`src/rtl/mc_control_fsm.sv`:
```
// Main control FSM for the multicycle CPU.
// Steps each instruction through FETCH/DECODE/EXEC/MEM/WB. It decodes the IR opcode and drives
// every datapath select and write-enable. It also counts retired instructions.
//
// Ports:
//   clk, rst            clock; synchronous active-high reset
//   opcode              IR[31:26], sampled only in DECODE and MEMADR
//   mem_ready           memory handshake; used only in FETCH, MEMRD and MEMWR
//   PCWrite..PCSource   datapath control (strobes, enables and mux selects)
//   illegal_op          high during DECODE when the opcode is unsupported
//   state               current FSM state, for debug
//   instr_cnt           retired-instruction counter, wraps modulo 2^CNT_W
module mc_control_fsm #(
    parameter int unsigned CNT_W = 32
) (
    input  logic             clk,
    input  logic             rst,
    input  logic [5:0]       opcode,
    input  logic             mem_ready,
    output logic             PCWrite,
    output logic             PCWriteCond,
    output logic             IorD,
    output logic             MemRead,
    output logic             MemWrite,
    output logic             IRWrite,
    output logic             MemtoReg,
    output logic             RegDst,
    output logic             RegWrite,
    output logic             ALUSrcA,
    output logic [1:0]       ALUSrcB,
    output logic [1:0]       ALUOp,
    output logic [1:0]       PCSource,
    output logic             illegal_op,
    output logic [3:0]       state,
    output logic [CNT_W-1:0] instr_cnt
);

    typedef enum logic [3:0] {
        StFetch   = 4'd0,
        StDecode  = 4'd1,
        StMemAdr  = 4'd2,
        StMemRd   = 4'd3,
        StMemWb   = 4'd4,
        StMemWr   = 4'd5,
        StRtypeEx = 4'd6,
        StRtypeWb = 4'd7,
        StBeq     = 4'd8,
        StJump    = 4'd9,
        StAddiEx  = 4'd10,
        StAddiWb  = 4'd11
    } state_e;

    localparam logic [5:0] OpRtype = 6'b000000;
    localparam logic [5:0] OpJ     = 6'b000010;
    localparam logic [5:0] OpBeq   = 6'b000100;
    localparam logic [5:0] OpAddi  = 6'b001000;
    localparam logic [5:0] OpLw    = 6'b100011;
    localparam logic [5:0] OpSw    = 6'b101011;

    state_e           state_q, state_d;
    logic [CNT_W-1:0] instr_cnt_q;

    always_ff @(posedge clk) begin
        if (rst) begin
            state_q     <= StFetch;
            instr_cnt_q <= '0;
        end else begin
            state_q <= state_d;
            // An instruction retires whenever control returns to FETCH from elsewhere.
            if ((state_d == StFetch) && (state_q != StFetch)) begin
                instr_cnt_q <= instr_cnt_q + CNT_W'(1);
            end
        end
    end

    always_comb begin
        state_d     = StFetch;
        PCWrite     = 1'b0;
        PCWriteCond = 1'b0;
        IorD        = 1'b0;
        MemRead     = 1'b0;
        MemWrite    = 1'b0;
        IRWrite     = 1'b0;
        MemtoReg    = 1'b0;
        RegDst      = 1'b0;
        RegWrite    = 1'b0;
        ALUSrcA     = 1'b0;
        ALUSrcB     = 2'b00;
        ALUOp       = 2'b00;
        PCSource    = 2'b00;
        illegal_op  = 1'b0;
        // Under reset every output stays at its zero default; the register ignores state_d.
        if (!rst) begin
            unique case (state_q)
                StFetch: begin
                    MemRead = 1'b1;
                    ALUSrcB = 2'b01;
                    IRWrite = mem_ready;
                    PCWrite = mem_ready;
                    state_d = mem_ready ? StDecode : StFetch;
                end
                StDecode: begin
                    // Branch target computed speculatively into ALUOut.
                    ALUSrcB = 2'b11;
                    unique case (opcode)
                        OpLw, OpSw: state_d = StMemAdr;
                        OpRtype:    state_d = StRtypeEx;
                        OpBeq:      state_d = StBeq;
                        OpJ:        state_d = StJump;
                        OpAddi:     state_d = StAddiEx;
                        default: begin
                            illegal_op = 1'b1;
                            state_d    = StFetch;
                        end
                    endcase
                end
                StMemAdr: begin
                    ALUSrcA = 1'b1;
                    ALUSrcB = 2'b10;
                    // Only lw/sw reach here, so anything other than lw is a store.
                    state_d = (opcode == OpLw) ? StMemRd : StMemWr;
                end
                StMemRd: begin
                    MemRead = 1'b1;
                    IorD    = 1'b1;
                    state_d = mem_ready ? StMemWb : StMemRd;
                end
                StMemWb: begin
                    RegWrite = 1'b1;
                    MemtoReg = 1'b1;
                    state_d  = StFetch;
                end
                StMemWr: begin
                    MemWrite = 1'b1;
                    IorD     = 1'b1;
                    state_d  = mem_ready ? StFetch : StMemWr;
                end
                StRtypeEx: begin
                    ALUSrcA = 1'b1;
                    ALUOp   = 2'b10;
                    state_d = StRtypeWb;
                end
                StRtypeWb: begin
                    RegWrite = 1'b1;
                    RegDst   = 1'b1;
                    state_d  = StFetch;
                end
                StBeq: begin
                    ALUSrcA     = 1'b1;
                    ALUOp       = 2'b01;
                    PCWriteCond = 1'b1;
                    PCSource    = 2'b01;
                    state_d     = StFetch;
                end
                StJump: begin
                    PCWrite  = 1'b1;
                    PCSource = 2'b10;
                    state_d  = StFetch;
                end
                StAddiEx: begin
                    ALUSrcA = 1'b1;
                    ALUSrcB = 2'b10;
                    state_d = StAddiWb;
                end
                StAddiWb: begin
                    RegWrite = 1'b1;
                    state_d  = StFetch;
                end
                default: state_d = StFetch;
            endcase
        end
    end

    assign state     = state_q;
    assign instr_cnt = instr_cnt_q;

endmodule

```
`config.mk`:
```
export PLATFORM = sky130hd
export DESIGN_NAME = mc_control_fsm
export DESIGN_NICKNAME = d
export VERILOG_FILES = /design/src/rtl/mc_control_fsm.sv
export SDC_FILE = /design/constraint.sdc
export NUM_CORES = 1
export LEC_CHECK = 0
export ABC_CLOCK_PERIOD_IN_PS = 3100
export CELL_PAD_IN_SITES_DETAIL_PLACEMENT = 1
export CELL_PAD_IN_SITES_GLOBAL_PLACEMENT = 2
export CORE_MARGIN = 8
export CORE_UTILIZATION = 27
export DETAILED_ROUTE_END_ITERATION = 10
export PLACE_DENSITY_LB_ADDON = 0.1
export SLEW_MARGIN = 15
export SYNTH_ARGS = -nofsm -noshare
export SYNTH_HDL_FRONTEND = slang
export SYNTH_SLANG_ARGS = --single-unit
```
`constraint.sdc`:
```
create_clock -name clk -period 3.1 [get_ports clk]
set_input_delay 0.465 -clock clk [delete_from_list [all_inputs] [get_ports clk]]
set_output_delay 0.465 -clock clk [all_outputs]
set_load 0.05 [all_outputs]
```
# Word-level counts from Yosys, hierarchy flattened
# Index checks and enable logic that the tools add are counted.
# totals
inputBits	9
out_inout_bits	53
ff_bits	36
elab_cells	67
# classes
add_sub_neg	1
n_eq_ne	16
muxes	36
reduce_logical	12
# ops
op	n
adder 32 x 1 -> 32 bit, second input constant	1
case mux 4 bit (7 select lines)	1
two-way mux 1 bit	23
case mux 4 bit (5 select lines)	1
== test 4 x 3 -> 1 bit, second input constant	4
== test 4 bit, second input constant	4
== test 6 bit, second input constant	2
two-way mux 3 bit	3
== test 4 x 2 -> 1 bit, second input constant	2
logical NOT 4 bit	2
case mux 2 bit (2 select lines)	2
OR reduction 2 bit	4
== test 6 x 2 -> 1 bit, second input constant	1
== test 6 x 3 -> 1 bit, second input constant	1
== test 6 x 4 -> 1 bit, second input constant	1
logical NOT 6 bit	1
two-way mux 2 bit	3
case mux 2 bit (3 select lines)	1
OR reduction 6 bit	1
== test 4 x 1 -> 1 bit, second input constant	1
two-way mux 4 bit	1
nonzero test 4 bit	1
OR reduction 4 bit	1
OR reduction 3 bit	1
2 further kinds	2

# Logic depth before layout (Yosys ltp)
# Gate-level depths: netlist (run 1).
# logic_depth
ltp_word	7
depth_mapped	10
mapped_depth_nobuf	6

# Worst setup path after synthesis (run 1)
# No wires, ideal clock.
# synth_timing
path_type	register to output
from	reg state_q[1], in the netlist state[1]
to	out ALUSrcA
path_slack_ps	-1062
path_stages_with_launch	5
arrival_ps	3697
cell_sequence	dfxtp_1 buf_2 clkbuf_1 nor2_1 a2111oi_0
# synth_via
elab_chain_len	4
elab_cells_between_ends	7
classes_between	4 x eq/ne; 2 x mux; 1 x reduce/logical
# synth_rtl
element	line	rtl
start, declared	60	state_e state_q, state_d;
start signal, assigned	65	state_q <= StFetch;
start signal, assigned	68	state_q <= state_d;
== test 4 bit, or another cell as far along	94	unique case (state_q)
OR reduction 4 bit (no line) (*)	--	
two-way mux 1 bit (*)	94	
two-way mux 1 bit (*)	93	if (!rst) begin
end, declared	29	output logic ALUSrcA,
# Mark *: on every way between the ends. The rest lies on a longest branch, timed or not.

# Final worst setup path (run 1)
# layout_timing
from	in opcode[1]
to	reg instr_cnt_q[25], in the netlist instr_cnt[25]
# layout_via
elab_chain_len	7
elab_cells_between_ends	13
classes_between	5 x eq/ne; 4 x mux; 4 x reduce/logical
# layout_rtl
element	line	rtl
start, declared	18	input logic [5:0] opcode,
== test 6 bit (on tied branches)	105, 121	
OR reduction 2 bit	--	
case mux 4 bit (5 select lines)	105	unique case (opcode)
case mux 4 bit (7 select lines) (*)	94	
two-way mux 4 bit (*)	93	
logical NOT 4 bit (*)	70	if ((state_d == StFetch) && (state_q != StFetch)) begin
logical AND 1 bit (*)	70	
end signal, assigned	71	instr_cnt_q <= instr_cnt_q + CNT_W'(1);
end, declared	61	logic [CNT_W-1:0] instr_cnt_q;
# Marks and branches as above.
# A chain may end at the register's enable or synchronous reset.

==> impl_metrics.csv, run 1 <==
group,metric,value,unit
floorplanning,placementRows,33,
drt,drt_pass1_iterations,4,
critical_path,worstPathArrival,3.12,ns
drt,vias_per_cell,5.45,
drt,final_antenna_net_count,0,
sta,finalCriticalPeriod,2.89,ns
floorplanning,num_io_pins,62,
clocking,clockBufferDepth,2,
critical_path,worst_ep_required_time,3.33,ns
finish,area_growth,47.9,%
critical_path,cp-end-kind,"flip-flop",
global_routing,grt_overflow,0,
critical_path,path_class,"in -> reg",
sta,setup_tns,0,ns
synth,ys_async_sr_fraction,0,
finish,nets,374,
clocking,tritoncts,"built",
synth,synth_edf_count,0,
floorplanning,core,8260,µm²
critical_path,critical_path_peak_fanout,18,
global_routing,grt_pass1_wl,13.0,mm
min_path,min_from,"instr_cnt[31]",
finish,n_antenna_cell,0,
clocking,cts_buffers,5,
critical_path,r2r_end,"instr_cnt[13]",
critical_path,reg2regPathDepth,6,
clocking,clk_latency,0.30,ns
drt,vias,2561,
clocking,post_cts_resized,0,
clocking,cts_hold_buf,0,
power_and_ir_drop,ir_drop,0.000149,V
placement,gp_congestion,0.740,
floorplanning,die_height,108,µm
sta,rsz0062_at_grt,"false",
sta,setup_viol,0,
synth,synth_area,2310,µm²
placement,hpwl,5.82,mm
power_and_ir_drop,pwr-share-comb,0.130,
floorplanning,die_w,108,µm
sta,final_max_slew_viol_count,0,
sta,fmax,346,MHz
global_routing,grt_util_all_layers,0.137,
drt,drt_iter0_markers,82,
finish,finalNonFillerCells,470,
sta,fin_worst_skew,0.0140,ns
sta,tightest_slew,0.636,ns
synth,ys.flop_type,"dfxtp_1",
finish,nFillCells,986,
sta,fin_crit_sh,0.933,
placement,placed_cells,462,
drt,wl,7.87,mm
clocking,root_buffer,"clkbuf_8",
sta,final-hold-violation-count,0,
drt,wl_per_cell,16.7,µm
synth,synth_warnings,0,
min_path,min_path_cells,2,
min_path,hold_path_end,"instr_cnt[31]",
synth,syn_avg_cell_area,7.83,µm²
synth,syn_nets,305,
floorplanning,dieArea,11800,µm²
clocking,cts_sinks,36,
placement,port_buffers,61,
placement,placed_area,3290,µm²
power_and_ir_drop,p_switching,0.275,mW
power_and_ir_drop,p_per_area,316,nW/µm²
synth,ys_ff_latch,36,
clocking,h-tree-depth,2,
power_and_ir_drop,power_leakage,1.14,nW
finish,postLayoutCellArea,3410,µm²
power_and_ir_drop,p_clk_frac,0.436,
global_routing,grt_start_max_net_pins,37,
drt,route.detailed.drc,0,
power_and_ir_drop,p_int,0.803,mW
power_and_ir_drop,switching_share,0.255,
global_routing,first_global_vias,2503,
critical_path,worst-r2r-setup-slack,0.51,ns
power_and_ir_drop,power.share.sequential,0.434,
run,drv_cap,0,
critical_path,cp-start-kind,"input port",
min_path,min_path_type,"reg -> reg",
finish,drive_gt1_frac,0.181,
global_routing,antenna_found_initial,0,
synth,synth_cell_types,46,
sta,relSlewSlack,0.575,
floorplanning,start_util,0.280,
outcome,status,"finished clean",
clocking,cts_setup_buffers,0,
critical_path,reg2reg_from,"state[1]",
synth,synthesis.instances,295,
synth,ys_seq_area_frac,0.312,
clocking,path_clk_slew,0.08,ns
## cell usage after synthesis, types with 4 or more instances
library cell | number | share of area
nor4_1 | 6 | 0.016
nand4_1 | 8 | 0.022
nand2_1 | 14 | 0.023
nor2b_1 | 7 | 0.019
nand2b_1 | 4 | 0.011
mux2_2 | 6 | 0.029
inv_1 | 7 | 0.011
nand3_1 | 14 | 0.030
dfxtp_1 | 36 | 0.31
and3_1 | 8 | 0.022
nor3_1 | 15 | 0.033
o31ai_1 | 25 | 0.081
a21oi_1 | 30 | 0.065
nor4b_1 | 5 | 0.019
clkbuf_1 | 17 | 0.028
o21ai_0 | 4 | 0.0087
buf_2 | 5 | 0.011
or4_1 | 25 | 0.081
nor2_1 | 17 | 0.028
## metrics by stage
step / hold slack, ns / setup slack, ns / utilization / power, mW
after floorplan: 0.662 / -0.402 / - / 0.555
after global placement: 0.487 / -0.0577 / 0.398 / 0.620
after detailed placement: 0.494 / -0.0740 / 0.398 / 0.620
after CTS: 0.510 / 0.219 / 0.413 / 1.09
after global routing: 0.536 / 0.0693 / 0.413 / 1.12
final: 0.512 / 0.208 / 0.413 / 1.08
## cell usage in the layout, fill, tap and decap left out, drive strengths merged, types with 2 or more instances in the layout
cell           netlist  layout
clkbuf              17       7
nand4                8       8
and3                 8       8
a31oi                2       2
nor2                17      17
or3                  3       3
o31ai               25      25
dfxtp               36      36
mux2                 6       6
or4                 25      25
nand2b               4       4
or2                  3       3
xor2                 2       2
buf                  9      44
nand3b               2       2
and2                 3       3
clkdlybuf4s50        0      44
a21oi               30      30
o211ai               2       2
and3b                2       2
nand3               14      14
nor3                15      15
inv                  7       7
nand2               14      14
o21ai                5       5
and4b                2       2
nor2b                7       7
nor4b                5       5
and4                 3       3
nor4                 6       6
## registers in the layout, summed over array words and instances (netlist names)
register / flops
instr_cnt: 32
state: 4
## power groups by stage
stage          registers, mW  clock network [mW]  logic, mW
6_report               0.468               0.470      0.140
5_1_grt                0.468               0.504      0.151
4_1_cts                0.468               0.484      0.142
3_5_place_dp           0.479                   0      0.142
3_3_place_gp           0.479                   0      0.141
2_1_floorplan          0.486                   0     0.0689
## layout make-up
cell class / instances / area (µm²) / area share
Clock buffer: 7 / 96.3 / 0.0282
Clock inverter: 1 / 30.0 / 0.00880
Inverter: 7 / 26.3 / 0.00770
Multi-Input combinational cell: 226 / 1480 / 0.432
Sequential cell: 36 / 721 / 0.211
Tap cell: 105 / 131 / 0.0385
Timing Repair Buffer: 88 / 933 / 0.273
## routing by layer
metal	wire length [µm]	part of all wire	GRT usage
met1	3910	0.50	0.189
met2	3510	0.45	0.211
met3	363	0.046	0.0297
met4	77	0.0098	0.0352
met5	0	0	0
## logic make-up after synthesis
group	share of synthesized area
xor+xnor	0.0114
fa+ha+maj	0.00542
compound gates	0.205
buf+inv	0.0629
simple gates	0.374
mux	0.0293
flops	0.312
## critical path, cell delays in order
cell and delay, ns:
clkdlybuf4s50_1 0.48, or3b_1 0.38, or3_1 0.38, a221oi_2 0.25, buf_4 0.17, o21ai_1 0.13
buf_4 0.24, or4_1 0.48, a21oi_1 0.15
## how the worst max path moves through the flow
| stage | start | to | cells past startpoint |
|---|---|---|---|
| 6_report | opcode[1] | instr_cnt[25] | 9 |
| 5_1_grt | opcode[1] | instr_cnt[25] | 9 |
| 4_1_cts | opcode[1] | instr_cnt[25] | 9 |
| 3_5_place_dp | opcode[1] | instr_cnt[25] | 9 |
| 3_3_place_gp | opcode[1] | instr_cnt[25] | 9 |
| 2_1_floorplan | state[1] | ALUSrcA | 4 |
No activity file was read; power rests on OpenSTA's default activity.
==> run 2: changes to the inputs <==
- CTS_CLUSTER_DIAMETER: default -> 120
==> results of run 2 <==
No change in the layout: final DEF, timing and power equal those of run 1.
==> run 3: changes to the inputs <==
- CORE_UTILIZATION: 27 -> 28
- CTS_BUF_LIST: default -> sky130_fd_sc_hd__clkbuf_8
==> impl_metrics.csv, run 3 (synthesis gave the netlist of run 1 again) <==
group,metric,value,unit
outcome,status,"finished clean",
clocking,post_cts_resized,0,
sta,setup_tns,0,ns
critical_path,slowest_stage,"clkdlybuf4s50_1",
drt,final_antenna_net_count,0,
clocking,tritoncts,"built",
placement,dp_slack,-0.0855,ns
finish,nFillCells,976,
critical_path,critical_path_peak_fanout,12,
sta,final-hold-violation-count,0,
sta,rsz0062_at_grt,"false",
clocking,root_buffer,"clkbuf_8",
critical_path,cp-end-kind,"flip-flop",
global_routing,grt_start_max_net_pins,53,
power_and_ir_drop,p_per_area,275,nW/µm²
finish,multi_input_area,1480,µm²
floorplanning,die_height,107,µm
critical_path,path_class,"in -> reg",
critical_path,worstPathArrival,3.08,ns
power_and_ir_drop,power_leakage,1.11,nW
clocking,clk_latency,0.29,ns
sta,fin_ws,0.198,ns
global_routing,grt_util_all_layers,0.136,
critical_path,worstPathCellList,"clkdlybuf4s50_1 -> or3b_1 -> or3_1 -> a221oi_2 -> buf_4 -> o21ai_1 -> buf_4 -> nor4_1 -> mux2_2",
finish,drive_gt1_frac,0.174,
drt,wl,7.83,mm
global_routing,antenna_found_initial,0,
finish,area_growth,46.4,%
sta,setup_viol,0,
floorplanning,placementRows,33,
finish,layout_common_cells,"44 x clkdlybuf4s50_1, 36 x dfxtp_1, 30 x a21oi_1",
run,drv_cap,0,
sta,finalCriticalPeriod,2.90,ns
critical_path,worst_ep_required_time,3.28,ns
clocking,cts_sinks,36,
floorplanning,die_w,107,µm
finish,layout_commonest_cell,"clkdlybuf4s50_1",
critical_path,cpPeakStageDelay,0.48,ns
finish,nets,372,
clocking,cts_hold_buf,0,
drt,drt_pass1_iterations,4,
sta,tightest_slew,0.789,ns
floorplanning,core,8090,µm²
finish,largest_reg_flops,32,
sta,relSlewSlack,0.470,
placement,port_buffers,61,
finish,n_antenna_cell,0,
clocking,h-tree-depth,2,
drt,route.detailed.drc,0,
floorplanning,start_util,0.285,
clocking,cts_setup_buffers,0,
drt,vias_per_cell,5.48,
clocking,clockBufferDepth,2,
sta,fin_worst_skew,0.00762,ns
critical_path,worst-r2r-setup-slack,0.53,ns
placement,hpwl,5.68,mm
critical_path,cp-start-kind,"input port",
sta,fmax,345,MHz
min_path,min_path_type,"reg -> reg",
sta,final_max_slew_viol_count,0,
floorplanning,dieArea,11400,µm²
placement,gp_congestion,0.734,
global_routing,grt_pass1_wl,13.0,mm
sta,fin_crit_sh,0.936,
drt,wl_per_cell,16.8,µm
global_routing,grt_overflow,0,
drt,vias,2561,
finish,regArea,721,µm²
critical_path,cp_common_cell,"buf_4",
drt,drt_iter0_markers,78,
power_and_ir_drop,ir_drop,0.000145,V
clocking,path_clk_slew,0.07,ns
clocking,cts_buffers,5,
floorplanning,num_io_pins,62,
global_routing,first_global_vias,2589,
run 3: layout make-up:
class                      instances  share of cell area
sequential                        36               0.213
clock buffer                       5              0.0204
timing repair buffer              86               0.279
inverter                           7             0.00777
multi-input combinational        226               0.438
clock inverter                     2             0.00259
tap                              105              0.0389
run 3: path summary, 6_finish.rpt:
kind	start	endpoint	depth (start not counted)
hold / removal	instr_cnt[31]	instr_cnt[31]	2
hold reg to reg	instr_cnt[31]	instr_cnt[31]	2
setup reg to reg	state[2]	instr_cnt[19]	7
setup / recovery	opcode[1]	instr_cnt[3]	9
run 3: critical path, delay by kind of cell:
| family | cells | cell delay [ns] |
|---|---|---|
| buffers and inverters | 3 | 0.86 |
| AO/OA/AOI/OAI | 2 | 0.37 |
| AND/OR/NAND/NOR | 3 | 1.02 |
| multiplexers | 1 | 0.36 |
run 3: where the power goes:
group | internal, mW | leakage (nW) | switching (mW)
logic | 0.0549 | 0.774 | 0.0865
clock network | 0.150 | 0.0452 | 0.170
registers | 0.464 | 0.290 | 0.00376
run 3: layer usage:
| layer | wire length, µm | vias to the layer above | track usage |
|---|---|---|---|
| met4 | 42 | 0 | 0.0302 |
| met2 | 3720 | 44 | 0.231 |
| met1 | 3700 | 1243 | 0.169 |
| met5 | 0 | - | 0 |
| met3 | 368 | 4 | 0.0312 |
| li1 | - | 1270 | - |
run 3: metrics by stage:
stage / instance area [µm²] / util / total power [mW] / cells / hold WS (ns)
2_1_floorplan: 2320 / - / 0.555 / 295 / 0.662
3_3_place_gp: 3300 / 0.407 / 0.620 / 460 / 0.467
3_5_place_dp: 3300 / 0.408 / 0.622 / 460 / 0.483
4_1_cts: 3380 / 0.418 / 0.952 / 467 / 0.491
5_1_grt: 3380 / 0.418 / 0.977 / 467 / 0.508
6_report: 3380 / 0.418 / 0.930 / 467 / 0.486
